## config.mk

```make
export PLATFORM = sky130hd
export DESIGN_NAME = writeback_unit
export DESIGN_NICKNAME = d
export VERILOG_FILES = /design/src/rtl/wb_pkg.sv /design/src/rtl/wb_timeout_counter.sv /design/src/rtl/writeback_unit.sv
export SDC_FILE = /design/constraint.sdc
export NUM_CORES = 1
export LEC_CHECK = 0
export CAP_MARGIN = 20
export CORE_AREA = 3 3 87 89
export CTS_CLUSTER_DIAMETER = 50
export DETAILED_ROUTE_END_ITERATION = 16
export DIE_AREA = 0 0 90 92
export DONT_BUFFER_PORTS = 1
export PLACE_DENSITY = 0.69
export SLEW_MARGIN = 40
export SYNTH_ARGS = -nofsm -noshare
export SYNTH_HDL_FRONTEND = slang
export SYNTH_SLANG_ARGS = --single-unit
```

## constraint.sdc

```tcl
create_clock -name clk -period 2.9 [get_ports clk]
set_input_delay 0.29 -clock clk [delete_from_list [all_inputs] [get_ports clk]]
set_output_delay 0.29 -clock clk [all_outputs]
set_load 0.02 [all_outputs]
```

## src/rtl/wb_pkg.sv

```systemverilog
// wb_pkg: shared widths, zero-register index and FSM state for the writeback stage
package wb_pkg;
    localparam int DATA_W_DEF     = 32;
    localparam int REG_ADDR_W_DEF = 4;
    localparam int ZERO_REG       = 0;
    typedef enum logic {IDLE, MEM_WAIT} state_t;
endpackage

```

## src/rtl/wb_timeout_counter.sv

```systemverilog
// wb_timeout_counter: counts stalled MEM_WAIT cycles; done marks the last cycle before abandon
module wb_timeout_counter #(
    parameter int MAX = 255
) (
    input  logic clk,
    input  logic rst_n,
    input  logic clear,
    input  logic en,
    output logic done
);
    localparam int CW = $clog2(MAX + 1);
    logic [CW-1:0] cnt;
    always_ff @(posedge clk) begin
        if (!rst_n) cnt <= '0;
        else        cnt <= clear ? '0 : en ? cnt + 1'b1 : cnt;
    end
    // Incrementing on this cycle would reach MAX
    assign done = (cnt == CW'(MAX - 1));
endmodule

```

## src/rtl/writeback_unit.sv

```systemverilog
// writeback_unit: retires ALU results and loads into the register file; WB_FWD_EN adds fwd_* bypass outputs
module writeback_unit
    import wb_pkg::*;
#(
    parameter int DATA_W      = DATA_W_DEF,
    parameter int REG_ADDR_W  = REG_ADDR_W_DEF,
    parameter int MEM_TIMEOUT = 255
) (
    input  logic                  clk,
    input  logic                  rst_n,
    input  logic                  in_valid,
    output logic                  in_ready,
    input  logic                  in_wr_en,
    input  logic                  in_is_load,
    input  logic [REG_ADDR_W-1:0] in_rd,
    input  logic [DATA_W-1:0]     in_alu_result,
    output logic                  mem_req,
    output logic [DATA_W-1:0]     mem_addr,
    input  logic                  mem_ack,
    input  logic [DATA_W-1:0]     mem_rdata,
    output logic                  rf_wen,
    output logic [REG_ADDR_W-1:0] rf_write_Rd,
    output logic [DATA_W-1:0]     rf_write_data,
    output logic                  busy,
    output logic                  err_timeout
`ifdef WB_FWD_EN
    ,
    output logic                  fwd_valid,
    output logic [REG_ADDR_W-1:0] fwd_rd,
    output logic [DATA_W-1:0]     fwd_data
`endif
);
    state_t                state, state_n;
    logic [REG_ADDR_W-1:0] rd_q;
    logic                  wr_q;
    logic                  done;
    logic                  accept, ld_acc, alu_wr, ld_wr, timeout, waiting;

    wb_timeout_counter #(.MAX(MEM_TIMEOUT)) u_cnt (
        .clk   (clk),
        .rst_n (rst_n),
        .clear (state == IDLE),
        .en    (waiting && !mem_ack),
        .done  (done)
    );

    assign waiting = (state == MEM_WAIT);
    assign accept  = in_valid && in_ready;
    assign ld_acc  = accept && in_is_load;
    assign alu_wr  = accept && !in_is_load && in_wr_en && (in_rd != REG_ADDR_W'(ZERO_REG));
    assign ld_wr   = waiting && mem_ack && wr_q && (rd_q != REG_ADDR_W'(ZERO_REG));
    // Ack wins over a timeout landing in the same cycle
    assign timeout = waiting && done && !mem_ack;

    always_ff @(posedge clk) begin
        if (!rst_n) state <= IDLE;
        else        state <= state_n;
    end

    always_comb begin
        state_n = (state == IDLE) ? (ld_acc ? MEM_WAIT : IDLE)
                                  : ((mem_ack || done) ? IDLE : MEM_WAIT);
    end

    always_comb begin
        in_ready = (state == IDLE);
        busy     = (state != IDLE);
    end

    always_ff @(posedge clk) begin
        if (!rst_n) begin
            mem_req       <= 1'b0;
            mem_addr      <= '0;
            rd_q          <= '0;
            wr_q          <= 1'b0;
            rf_wen        <= 1'b0;
            rf_write_Rd   <= '0;
            rf_write_data <= '0;
            err_timeout   <= 1'b0;
        end else begin
            mem_req       <= (state_n == MEM_WAIT);
            mem_addr      <= ld_acc ? in_alu_result : mem_addr;
            rd_q          <= ld_acc ? in_rd : rd_q;
            wr_q          <= ld_acc ? in_wr_en : wr_q;
            rf_wen        <= alu_wr || ld_wr;
            rf_write_Rd   <= ld_wr ? rd_q : alu_wr ? in_rd : rf_write_Rd;
            rf_write_data <= ld_wr ? mem_rdata : alu_wr ? in_alu_result : rf_write_data;
            err_timeout   <= timeout;
        end
    end

`ifdef WB_FWD_EN
    assign fwd_valid = rf_wen;
    assign fwd_rd    = rf_write_Rd;
    assign fwd_data  = rf_write_data;
`endif
endmodule

```

==> out/results.ini <==
[run_status]
status = completed

[sta]
fmax_mhz = 456
post-route-min-period_ns = 2.19
tightest_slew_ns = 0.775
setup_viol_count_final = 0
relSlewSlack = 0.484
rsz0062_at_grt = false
hold-worst-slack_ns = 0.0598
setup_slack_ns = 0.708
hold_violations = 0
drv_slew = 0
setup-tns-final_ns = 0
finalClockSkew_ns = 0.00902
min_period_over_period = 0.756

[global_routing]
grt_antenna_before_repair = 0
grt_max_degree = 40
grt_overflow = 0
grt_pass1_vias = 2589
grt_first_pass_wirelength_mm = 13.6
track_usage = 0.205

[cells_and_area]
layout_commonest_cell = dfxtp_1
final_util = 0.530
final_area_mm2 = 0.00362
final_cell_mix = 84 x dfxtp_1, 78 x nand2_1, 44 x a21oi_1
multi_input_area_mm2 = 0.00152
drive_gt1_frac = 0.0857
insertedDiodeCount = 0
ff_latch_area_mm2 = 0.00168
fin_cells = 446
fillers = 654
num-nets-final = 421
syn2layout_area_growth_pct = 7.27

[synthesis]
synth_area_per_cell_um2 = 9.48
synth.distinct_cells = 39
synth_area_leader_cell = dfxtp_1
syn_nets = 432
syn-instance-count = 356
yosys.area.top_type_share = 0.499
ys_seq_elements = 84
yosysWarnings = 0
synth.area.top_cells = dfxtp_1 50%, a221o_1 9.5%, nand2_1 8.7%
syn_area_mm2 = 0.00337
synth_seq_area_share = 0.499

[setup_path]
required_ns = 3.19
start_kind = flip-flop
path_max_fanout = 32
r2r-start = mem_req$_SDFF_PN0_
cp-end-kind = flip-flop
crit_path_start = mem_req$_SDFF_PN0_
crit_arrival_ns = 2.48
worst-setup-path-type = reg -> reg

[routing]
vias = 2696
top_layer = met4
detail-route-antenna-nets = 0
dr.first_iter.drc_count = 139
via_per_inst = 6.04
wirelength_mm = 8.51
drc = 0
wl_met3_um = 672
firstDrtPassIters = 4
wirelength_met1_mm = 3.61
wl_per_cell_um = 19.1
dr_wl_met2_mm = 4.10

[power_and_ir_drop]
leakage_nw = 1.22
p_per_area_mw_per_mm2 = 653
ir_drop_mv = 0.321
finalPower_mw = 2.36

[cts]
clkTransAtPathRegs_ns = 0.09
cts.sinks = 84
root_buffer = clkbuf_8
clock_latency_ns = 0.35
cts_made_buffers = 9
clockBufferDepth = 2
post-cts-setup-buffers = 0
h-tree-depth = 3
holdBufCountCts = 1
ctsResizeCount = 0
cts_tree = yes

[floorplanning]
die_y_um = 92
start_util = 0.494
chipWidth_um = 90
core-area_mm2 = 0.00683
std_cell_rows = 30
dieArea_mm2 = 0.00828
pin_count = 147

[placed_design]
dp_hpwl_mm = 5.82
place_worst_setup_slack_ns = 0.715
routabilityCongestion = 0.769
post-place-cells = 429
placed_area_mm2 = 0.00338
port_buffers = 0

[min_path]
hold_path.class = in -> reg
hp-start = in_alu_result[24]

[job]
drv_cap = 0

worst paths after layout:
| kind | slack, ns | depth (start not counted) | end |
|---|---|---|---|
| setup reg to reg | 0.71 | 3 | rf_write_data[16]$_SDFFE_PN0P_ |
| hold / removal | 0.06 | 2 | mem_addr[24]$_SDFFE_PN0P_ |
| hold reg to reg | 0.49 | 2 | u_cnt.cnt[7]$_SDFFE_PN0P_ |
| setup / recovery | 0.71 | 3 | rf_write_data[16]$_SDFFE_PN0P_ |
power by group:
group | internal (mW) | switching, mW
Clock | 0.512 | 0.416
Sequential | 1.20 | 0.0849
Combinational | 0.0590 | 0.0942
worst max-delay path: stages (launching register included):
cell       delay (ns)
dfxtp_1          0.83
nand4bb_4        0.31
o221a_2          0.73
a221o_1          0.26
kinds of logic (layout without fill, tap and decap cells):
kind of cell,count (synthesis),count (layout),synth area share
adders and majority gates,2,2,0.00742
DFF,84,84,0.499
xor gates and xnor gates,2,2,0.00519
buffers and inverters,33,27,0.0549
and+or+nand+nor,143,143,0.237
AOI/OAI and AO/OA,92,92,0.197
final cells by class:
cell class | count | share of cell area
inverter | 4 | 0.00415
multi-input combinational | 239 | 0.420
clock buffer | 11 | 0.0391
sequential | 84 | 0.465
clock inverter | 5 | 0.0232
timing repair buffer | 7 | 0.0152
tap | 96 | 0.0332
sequential cells by signal, indices dropped and copies added, names as in the netlist:
name / cells
u_cnt.cnt: 8
rf_write_Rd: 4
rf_write_data: 32
mem_req: 1
wr_q: 1
mem_addr: 32
err_timeout: 1
rd_q: 4
rf_wen: 1
per-layer routing:
layer / GRT usage / vias to the layer above
met5: 0 / -
met4: 0.0842 / 0
met3: 0.0763 / 12
met2: 0.335 / 111
met1: 0.243 / 1303
li1: - / 1270
synth_stat cells:
cell,number
a211oi_1,2
a21oi_1,44
a221o_1,32
a2bb2oi_1,2
and2_1,1
and3b_1,1
buf_2,10
buf_4,7
buf_6,3
clkbuf_1,9
dfxtp_1,84
ha_1,2
inv_1,4
nand2_1,78
nand3_1,3
nand3_2,1
nand3b_1,1
nand3b_4,1
nand4_1,2
nand4b_1,1
nand4bb_4,1
nor2_1,4
nor2b_1,2
nor3_1,4
nor3_2,1
nor3b_1,32
nor4_1,1
nor4_2,1
nor4_4,1
nor4bb_1,1
o21ai_0,4
o221a_2,3
o22ai_1,1
o31a_1,2
o31ai_1,2
or3_1,3
or4_1,3
xnor2_1,1
xor2_1,1
No activity file was read; power rests on OpenSTA's default activity.
